**src/rtl/display_timings_gen.sv**
```systemverilog
// Runtime-programmable video timing generator.
// Produces pixel coordinates, sync, blanking, data-enable and line/frame start
// strobes from a timing set presented on input ports. The timing set is
// captured into shadow registers at reset and on the frame wrap only, so a mode
// change always takes effect on a clean frame boundary.
//
// Ports
//   clk_pix                      pixel clock
//   rst                          synchronous active-high reset (overrides ce)
//   ce                           pixel enable, one pixel per ce=1 clock
//   h_active/h_fp/h_sync/h_bp    horizontal timing, in pixels
//   v_active/v_fp/v_sync/v_bp    vertical timing, in lines
//   hs_pol, vs_pol               sync polarity, 1 = active-high
//   sx, sy                       current position
//   hsync, vsync                 syncs with polarity applied
//   hblank, vblank               outside the active region on that axis
//   de                           inside the active region on both axes
//   line_start, frame_start      sx==0, and sx==0 && sy==0
module display_timings_gen #(
    parameter int unsigned CORDW = 12
) (
    input  logic             clk_pix,
    input  logic             rst,
    input  logic             ce,
    input  logic [CORDW-1:0] h_active,
    input  logic [CORDW-1:0] h_fp,
    input  logic [CORDW-1:0] h_sync,
    input  logic [CORDW-1:0] h_bp,
    input  logic [CORDW-1:0] v_active,
    input  logic [CORDW-1:0] v_fp,
    input  logic [CORDW-1:0] v_sync,
    input  logic [CORDW-1:0] v_bp,
    input  logic             hs_pol,
    input  logic             vs_pol,
    output logic [CORDW-1:0] sx,
    output logic [CORDW-1:0] sy,
    output logic             hsync,
    output logic             vsync,
    output logic             hblank,
    output logic             vblank,
    output logic             de,
    output logic             line_start,
    output logic             frame_start
);

    // Sums of four CORDW fields need two extra bits to never overflow.
    localparam int unsigned TW = CORDW + 2;

    // Shadow copy of the timing set in use for the current frame.
    logic [CORDW-1:0] s_h_active, s_h_fp, s_h_sync, s_h_bp;
    logic [CORDW-1:0] s_v_active, s_v_fp, s_v_sync, s_v_bp;
    logic             s_hs_pol, s_vs_pol;

    logic [TW-1:0]    h_total_s, v_total_s, h_total_i, v_total_i;
    logic             h_last, v_last, wrap;
    logic [CORDW-1:0] nx_sx, nx_sy;

    // Timing set that the next position is decoded against.
    logic [CORDW-1:0] e_h_active, e_h_fp, e_h_sync;
    logic [CORDW-1:0] e_v_active, e_v_fp, e_v_sync;
    logic             e_hs_pol, e_vs_pol;

    logic [TW-1:0]    hs_beg, hs_end, vs_beg, vs_end;
    logic             nx_hblank, nx_vblank, nx_hs_on, nx_vs_on;

    // Totals from the shadow (counting) and from the ports (reset load).
    assign h_total_s = TW'(s_h_active) + TW'(s_h_fp) + TW'(s_h_sync) + TW'(s_h_bp);
    assign v_total_s = TW'(s_v_active) + TW'(s_v_fp) + TW'(s_v_sync) + TW'(s_v_bp);
    assign h_total_i = TW'(h_active) + TW'(h_fp) + TW'(h_sync) + TW'(h_bp);
    assign v_total_i = TW'(v_active) + TW'(v_fp) + TW'(v_sync) + TW'(v_bp);

    // Next-count computation.
    always_comb begin
        h_last = (TW'(sx) == h_total_s - TW'(1));
        v_last = (TW'(sy) == v_total_s - TW'(1));
        wrap   = h_last && v_last;
        nx_sx  = sx + CORDW'(1);
        nx_sy  = sy;
        if (h_last) begin
            nx_sx = '0;
            nx_sy = v_last ? '0 : sy + CORDW'(1);
        end
    end

    // On the wrap the new frame's (0,0) is decoded with the freshly captured set.
    always_comb begin
        e_h_active = wrap ? h_active : s_h_active;
        e_h_fp     = wrap ? h_fp     : s_h_fp;
        e_h_sync   = wrap ? h_sync   : s_h_sync;
        e_v_active = wrap ? v_active : s_v_active;
        e_v_fp     = wrap ? v_fp     : s_v_fp;
        e_v_sync   = wrap ? v_sync   : s_v_sync;
        e_hs_pol   = wrap ? hs_pol   : s_hs_pol;
        e_vs_pol   = wrap ? vs_pol   : s_vs_pol;
    end

    // Decode of the next position.
    always_comb begin
        hs_beg    = TW'(e_h_active) + TW'(e_h_fp);
        hs_end    = hs_beg + TW'(e_h_sync);
        vs_beg    = TW'(e_v_active) + TW'(e_v_fp);
        vs_end    = vs_beg + TW'(e_v_sync);
        nx_hblank = (TW'(nx_sx) >= TW'(e_h_active));
        nx_vblank = (TW'(nx_sy) >= TW'(e_v_active));
        nx_hs_on  = (TW'(nx_sx) >= hs_beg) && (TW'(nx_sx) < hs_end);
        nx_vs_on  = (TW'(nx_sy) >= vs_beg) && (TW'(nx_sy) < vs_end);
    end

    // Counters, shadow registers and registered outputs.
    always_ff @(posedge clk_pix) begin
        if (rst) begin
            s_h_active  <= h_active;
            s_h_fp      <= h_fp;
            s_h_sync    <= h_sync;
            s_h_bp      <= h_bp;
            s_v_active  <= v_active;
            s_v_fp      <= v_fp;
            s_v_sync    <= v_sync;
            s_v_bp      <= v_bp;
            s_hs_pol    <= hs_pol;
            s_vs_pol    <= vs_pol;
            // Park on the last pixel so the first ce lands on (0,0).
            sx          <= CORDW'(h_total_i - TW'(1));
            sy          <= CORDW'(v_total_i - TW'(1));
            hsync       <= ~hs_pol;
            vsync       <= ~vs_pol;
            hblank      <= 1'b1;
            vblank      <= 1'b1;
            de          <= 1'b0;
            line_start  <= 1'b0;
            frame_start <= 1'b0;
        end else if (ce) begin
            if (wrap) begin
                s_h_active <= h_active;
                s_h_fp     <= h_fp;
                s_h_sync   <= h_sync;
                s_h_bp     <= h_bp;
                s_v_active <= v_active;
                s_v_fp     <= v_fp;
                s_v_sync   <= v_sync;
                s_v_bp     <= v_bp;
                s_hs_pol   <= hs_pol;
                s_vs_pol   <= vs_pol;
            end
            sx          <= nx_sx;
            sy          <= nx_sy;
            hsync       <= nx_hs_on ~^ e_hs_pol;
            vsync       <= nx_vs_on ~^ e_vs_pol;
            hblank      <= nx_hblank;
            vblank      <= nx_vblank;
            de          <= ~(nx_hblank | nx_vblank);
            line_start  <= (nx_sx == '0);
            frame_start <= (nx_sx == '0) && (nx_sy == '0);
        end
    end

endmodule

```
**config.mk**
```make
export PLATFORM = sky130hd
export DESIGN_NAME = display_timings_gen
export DESIGN_NICKNAME = d
export VERILOG_FILES = /design/src/rtl/display_timings_gen.sv
export SDC_FILE = /design/constraint.sdc
export NUM_CORES = 1
export LEC_CHECK = 0
export ABC_AREA = 1
export CORE_ASPECT_RATIO = 0.75
export CORE_UTILIZATION = 60
export DETAILED_ROUTE_END_ITERATION = 8
export DONT_BUFFER_PORTS = 1
export GPL_ROUTABILITY_DRIVEN = 0
export HOLD_SLACK_MARGIN = 0.05
export PLACE_DENSITY_LB_ADDON = 0.1
export SYNTH_ARGS = -nofsm -noshare
export SYNTH_HDL_FRONTEND = slang
export SYNTH_SLANG_ARGS = --single-unit
```
**constraint.sdc**
```tcl
create_clock -name clk_pix -period 7.5 [get_ports clk_pix]
set_input_delay 1.875 -clock clk_pix [delete_from_list [all_inputs] [get_ports clk_pix]]
set_output_delay 1.875 -clock clk_pix [all_outputs]
set_load 0.02 [all_outputs]
```
==> results of run 1 <==
[kinds of logic (layout without fill, tap and decap cells)]
logic type,after synthesis,in the layout,synth area share (%)
flops,129,129,23.4
simple gates,822,823,21.7
xor+xnor,98,98,5.34
fa+ha+maj,302,302,27.2
compound gates,313,313,10.5
buf+inv,506,583,11.9
[state kept, by name, indices dropped and copies added (netlist names), 12 cells and up]
name        count
s_h_fp         12
s_v_sync       12
s_h_sync       12
s_v_bp         12
sy             12
s_v_active     12
s_h_bp         12
sx             12
s_h_active     12
s_v_fp         12
[cell usage after synthesis, types with 3 or more instances]
cell	number	area [sq um]
sky130_fd_sc_hd__clkbuf_1	28	105
sky130_fd_sc_hd__dfxtp_1	5	100
sky130_fd_sc_hd__buf_2	3	15.0
sky130_fd_sc_hd__xnor2_1	39	342
sky130_fd_sc_hd__fa_1	90	1800
sky130_fd_sc_hd__a211oi_1	9	67.6
sky130_fd_sc_hd__o21ai_2	5	43.8
sky130_fd_sc_hd__nor2_1	105	394
sky130_fd_sc_hd__nand2_1	530	1990
sky130_fd_sc_hd__nand4_1	28	175
sky130_fd_sc_hd__o211ai_1	3	22.5
sky130_fd_sc_hd__and2_1	3	18.8
sky130_fd_sc_hd__nor3_1	15	75.1
sky130_fd_sc_hd__buf_6	5	56.3
sky130_fd_sc_hd__o22ai_1	3	18.8
sky130_fd_sc_hd__inv_2	12	45.0
sky130_fd_sc_hd__edfxtp_1	124	3720
sky130_fd_sc_hd__nand2_2	27	169
sky130_fd_sc_hd__a21oi_1	87	435
sky130_fd_sc_hd__xor2_1	57	499
sky130_fd_sc_hd__o21ai_1	7	35.0
sky130_fd_sc_hd__nand3b_1	9	67.6
sky130_fd_sc_hd__inv_1	454	1700
sky130_fd_sc_hd__nand3_1	72	360
sky130_fd_sc_hd__o21a_1	6	45.0
sky130_fd_sc_hd__nor4_1	4	25.0
sky130_fd_sc_hd__o21ai_0	164	821
sky130_fd_sc_hd__or2_2	3	18.8
sky130_fd_sc_hd__nor2_2	8	50.1
sky130_fd_sc_hd__ha_1	212	2650
sky130_fd_sc_hd__nand3_2	9	90.1
sky130_fd_sc_hd__o21bai_1	16	120
[area by class of cell]
class,count,area share [%]
inverters,467,9.43
clock buffers,19,2.33
multi-input cells,1536,60.7
clock inverters,11,0.632
flip-flops and latches,129,20.5
well taps,344,2.31
repair buffers,86,4.07
[critical path: cells and delay by family, from the launching register on]
kind            cells  cell delay (ns)
compound gates      7             1.04
xor+xnor            2             0.36
fa+ha+maj           8             2.48
buf+inv             7             0.45
flops               1             0.41
simple gates       25             2.36
[where the power goes]
part | switching [mW] | internal [mW] | leakage (nW)
Sequential | 0.237 | 0.952 | 1.31
Combinational | 2.87 | 1.77 | 7.79
Clock | 0.364 | 0.482 | 0.258
[timing repair]
item                                    4_1_cts  5_1_grt
buffers inserted                              9       44
pin swaps                                     2       91
cloned                                        2        1
resized for setup                            10      168
endpoints found under the setup margin        2        2
[layer usage]
metal	global-route usage (%)	vias to the layer above	wire (um)
met3	7.50	65	5730
met1	52.1	6848	21700
met4	6.85	0	818
met5	0	-	0
met2	48.8	797	20300
li1	-	7030	-
[placed cells by master (no fill, tap or decap), types with 43 or more instances in the layout]
master	count
sky130_fd_sc_hd__a21oi_1	66
sky130_fd_sc_hd__xor2_1	48
sky130_fd_sc_hd__buf_4	75
sky130_fd_sc_hd__nor2_1	93
sky130_fd_sc_hd__nand3_1	65
sky130_fd_sc_hd__o21ai_0	154
sky130_fd_sc_hd__fa_1	88
sky130_fd_sc_hd__nand2_2	43
sky130_fd_sc_hd__inv_1	433
sky130_fd_sc_hd__ha_1	194
sky130_fd_sc_hd__edfxtp_1	124
sky130_fd_sc_hd__nand2_1	506
[metrics by stage]
| step | setup slack, ns | instance area, sq um |
|---|---|---|
| global placement | 0.0993 | 16900 |
| floorplan | 0.331 | 16300 |
| finish | 0.147 | 18600 |
| detailed placement | -0.0771 | 16900 |
| global route | -0.264 | 18600 |
| CTS | 0.00178 | 17600 |
[worst max-delay path by stage]
stage	to	cells after the start	slack, ns	startpoint
final	hsync$_DFFE_PP_	49	0.15	s_h_fp[1]$_DFFE_PP_
after global routing	hsync$_DFFE_PP_	49	-0.26	s_h_fp[1]$_DFFE_PP_
after CTS	hsync$_DFFE_PP_	45	0.002	s_h_fp[1]$_DFFE_PP_
after detailed placement	hsync$_DFFE_PP_	41	-0.08	s_h_active[1]$_DFFE_PP_
after global placement	vsync$_DFFE_PP_	42	0.1	s_v_active[1]$_DFFE_PP_
after floorplan	vsync$_DFFE_PP_	51	0.33	s_v_active[1]$_DFFE_PP_
==> flow_summary.json, run 1 <==
{
  "final.fill_count": 2126,
  "cts.reportedPaths.clkPinSlew_ns": 0.06,
  "timing.hold.worst_endpoint": "de$_SDFFE_PP0P_",
  "signal_arrival_time_at_the_worst_endpoint_ns": 7.55,
  "worst-slew-pin-transition_ns": 1.11,
  "max_slew_margin_pct": 25.8,
  "ff_latch_area_sq_mm": 0.00382,
  "required_ns": 7.70,
  "grt_pass1_wl_um": 73000,
  "power.ir.vdd_worst_v": 0.000215,
  "insertedDiodeCount": 0,
  "max-clock-path-buffers": 2,
  "slowest_cell_on_the_critical_path": "sky130_fd_sc_hd__fa_1",
  "synth-seq-cells": 129,
  "die_height_um": 145,
  "final.hold.worst_slack_ns": 0.559,
  "worstSetupPathType": "reg -> reg",
  "dr_total_vias": 14740,
  "final_core_util_pct": 70.6,
  "post_cts_hold_buffer_count": 0,
  "finish.net_count": 2640,
  "initial_antenna_violation_count": 1,
  "port-buffer-count": 0,
  "cts_tree": "yes",
  "setup-violations-final": 0,
  "syn-cell-area_sq_mm": 0.0163,
  "core_area_sq_mm": 0.0264,
  "launch_point_of_the_worst_hold_path": "de$_SDFFE_PP0P_",
  "initial_standard_cell_utilization_of_the_core_pct": 62.0,
  "synth_flop_cell": "sky130_fd_sc_hd__edfxtp_1",
  "reg2reg_setup_slack_ns": 0.15,
  "synth.avg_cell_area_sq_um": 7.53,
  "crit_path_end_kind": "flip-flop",
  "multi_input_area_sq_mm": 0.0113,
  "drive_above_1_share_pct": 14.5,
  "grt_util_all_layers_pct": 34.1,
  "clk-insertion-delay-late_ns": 0.45,
  "sum_of_net_half_perimeters_after_detailed_placement_um": 36600,
  "p_per_area_mw_per_mm2": 358,
  "dr.first_iter.drc_count": 1685,
  "timing.final.max_slew_violations": 0,
  "leak_nw": 9.37,
  "critical_path_peak_fanout": 9,
  "worst_clock_skew_ns": 0.0123,
  "total_nets_after_synthesis": 2573,
  "violations": "design-rule violations",
  "die-area_sq_mm": 0.0279,
  "ctsRootBufferMaster": "sky130_fd_sc_hd__clkbuf_16",
  "rsz0062_at_grt": "true",
  "drv_cap": 0,
  "worst-r2r-cell-count": 49,
  "ys_async_sr_fraction_pct": 0,
  "drt-pass1-iter-count": 8,
  "ys_seq_area_share_pct": 23.4,
  "drt.antenna.violating_nets": 0,
  "startpoint_type": "flip-flop",
  "maximum_operating_frequency_mhz": 136,
  "hold_path_depth": 2,
  "post_detailed_route_wirelength_per_cell_um": 18.8,
  "synth_cells": 2170,
  "ys.warnings.count": 0,
  "ioPinCount": 132,
  "power_after_layout_mw": 6.67,
  "timing.final.hold_violations": 0,
  "stdcell_count": 2592,
  "finalCriticalPeriod_ns": 7.35,
  "detail_route.drc_violations": 12,
  "numClockSinks": 129,
  "hp-class": "reg -> reg",
  "cts_htree_levels": 4,
  "outcome": "complete, but fails checks",
  "number_of_global_route_vias_before_repair": 13492,
  "detail_route.vias_per_cell": 5.69,
  "critical-path-top-cell-by-count": "sky130_fd_sc_hd__nand2_1",
  "globalRouteOverflowTotal": 0,
  "setup_tns_ns": 0,
  "critical_path.reg2reg.startpoint": "s_h_fp[1]$_DFFE_PP_",
  "synth_edf_count": 124,
  "cts_buffers": 17,
  "dp_cells": 2506,
  "syn_to_final_growth_pct": 13.9,
  "synth.distinct_cells": 54,
  "reg2reg_end": "hsync$_DFFE_PP_",
  "grt_start_max_net_pins": 77,
  "die_span_in_x_um": 193,
  "final_min_period_over_clock_period_pct": 98.0,
  "route.final.wire_length_um": 48600,
  "critical_path.max_stage_delay_ns": 0.60,
  "rows": 51
}
(Power assumes the default switching activity.)
==> run 2: changes to the inputs <==
REMOVE_ABC_BUFFERS = 1   (was not set)
==> flow_summary.json, run 2 (synthesized netlist as in run 1, its figures left out) <==
{
  "max_slew_margin_pct": 29.6,
  "cts.reportedPaths.clkPinSlew_ns": 0.07,
  "switchingPower_mw": 3.41,
  "cts_buffers": 17,
  "final.hold.worst_slack_ns": 0.565,
  "sum_of_net_half_perimeters_after_detailed_placement_um": 36800,
  "globalRouteOverflowTotal": 0,
  "die_span_in_x_um": 193,
  "critical-path-top-cell-by-count": "sky130_fd_sc_hd__nand2_2",
  "m1WireLength_um": 21900,
  "drt.antenna.violating_nets": 0,
  "final_area_sq_mm": 0.0186,
  "hp-class": "reg -> reg",
  "rsz0062_at_grt": "true",
  "grt_start_max_net_pins": 61,
  "numClockSinks": 129,
  "sequential_power_share_pct": 18.0,
  "slowest_cell_on_the_critical_path": "sky130_fd_sc_hd__fa_1",
  "critical_path_peak_fanout": 5,
  "initial_antenna_violation_count": 1,
  "maximum_operating_frequency_mhz": 136,
  "leak_nw": 9.38,
  "worstSetupPathType": "reg -> reg",
  "grt_pass1_wl_um": 73200,
  "outcome": "complete, but fails checks",
  "final_min_period_over_clock_period_pct": 98.0,
  "port-buffer-count": 0,
  "cts_tree": "yes",
  "ctsRootBufferMaster": "sky130_fd_sc_hd__clkbuf_16",
  "ioPinCount": 132,
  "pwr-share-clk_pct": 13.3,
  "highest_layer_used_for_signal_routing": "met4",
  "final.fill_count": 2134,
  "initial_standard_cell_utilization_of_the_core_pct": 62.0,
  "die_height_um": 145,
  "detail_route.drc_violations": 16,
  "internal_power_contribution_mw": 3.22,
  "route.final.wire_length_um": 48200,
  "post_detailed_route_wirelength_per_cell_um": 18.6,
  "stdcell_count": 2593,
  "power_after_layout_mw": 6.63,
  "core_area_sq_mm": 0.0264,
  "crit_path_end_kind": "flip-flop",
  "drv_cap": 0,
  "power.ir.vdd_worst_v": 0.000192,
  "layout.cells.most_common": "sky130_fd_sc_hd__nand2_1",
  "layout.cells.most_common_list": "501 x sky130_fd_sc_hd__nand2_1, 434 x sky130_fd_sc_hd__inv_1, 192 x sky130_fd_sc_hd__ha_1",
  "swShare_pct": 51.5,
  "critical_path.max_stage_delay_ns": 0.53,
  "drive_above_1_share_pct": 14.4,
  "signal_arrival_time_at_the_worst_endpoint_ns": 7.56,
  "dr.first_iter.drc_count": 1676,
  "timing.final.hold_violations": 0,
  "setup_tns_ns": 0,
  "setup-violations-final": 0,
  "die-area_sq_mm": 0.0279,
  "p_per_area_mw_per_mm2": 356,
  "worst-slew-pin-transition_ns": 1.05,
  "required_ns": 7.71,
  "detailroute.wirelength.met2_um": 19900,
  "final_core_util_pct": 70.6,
  "slack_of_the_critical_path_ns": 0.148,
  "finish.net_count": 2640,
  "placedInstanceArea_sq_mm": 0.0169,
  "cts_htree_levels": 4,
  "violations": "design-rule violations",
  "detail_route.vias_per_cell": 5.59,
  "number_of_global_route_vias_before_repair": 13510,
  "power_frac_comb_pct": 68.7,
  "timing.final.max_slew_violations": 0,
  "finalCriticalPeriod_ns": 7.35,
  "worst_clock_skew_ns": 0.0116,
  "syn_to_final_growth_pct": 13.8,
  "rows": 51,
  "dp_cells": 2514,
  "drt-pass1-iter-count": 8,
  "clk-insertion-delay-late_ns": 0.45,
  "preCtsSetupSlack_ns": -0.122,
  "dr_total_vias": 14485,
  "grt_util_all_layers_pct": 34.3,
  "max-clock-path-buffers": 2,
  "met3RoutedLength_um": 5630,
  "startpoint_type": "flip-flop"
}
## run 2: power groups by stage
stage | registers (mW) | logic [mW] | clock network (mW)
after floorplan | 1.14 | 3.07 | 0
after global placement | 1.20 | 3.91 | 0
after detailed placement | 1.20 | 4.04 | 0
after CTS | 1.19 | 4.09 | 0.877
after global routing | 1.21 | 5.09 | 0.902
final | 1.19 | 4.56 | 0.878
## run 2: critical path: cells and delay by family, from the launching register on
family / cells / cell delay (ns)
simple gates: 24 / 1.92
flops: 1 / 0.42
buf+inv: 11 / 0.89
compound gates: 7 / 1.07
fa+ha+maj: 8 / 2.43
xor+xnor: 2 / 0.38
## run 2: final timing paths
kind                                               from                      end  slack, ns  cells after the start
worst min register to register  s_v_active[8]$_DFFE_PP_  s_v_active[8]$_DFFE_PP_       0.57                      2
worst min-delay path            s_v_active[8]$_DFFE_PP_  s_v_active[8]$_DFFE_PP_       0.57                      2
worst max-delay path                s_h_fp[1]$_DFFE_PP_          vsync$_DFFE_PP_       0.15                     52
worst max register to register      s_h_fp[1]$_DFFE_PP_          vsync$_DFFE_PP_       0.15                     52
## run 2: metal layers
metal  vias to the layer above  GRT usage, %
li1                       7016             -
met4                         0          7.20
met2                       709          46.9
met1                      6707          53.5
met5                         -             0
met3                        53          8.54
## run 2: timing repair
action,in CTS,in global routing
pin swaps,6,80
endpoints found under the setup margin,2,2
hold buffers,0,0
gates cloned,1,2
buffers inserted,5,41
resized for setup,14,167
## run 2: final cells by class
class | count | area [sq um] | share of cell area (%)
antenna | 1 | 2.50 | 0.0135
tap | 344 | 430 | 2.31
clock inverter | 11 | 141 | 0.760
timing repair buffer | 85 | 731 | 3.93
clock buffer | 19 | 433 | 2.33
sequential | 129 | 3820 | 20.6
multi-input combinational | 1537 | 11300 | 60.7
inverter | 467 | 1760 | 9.45
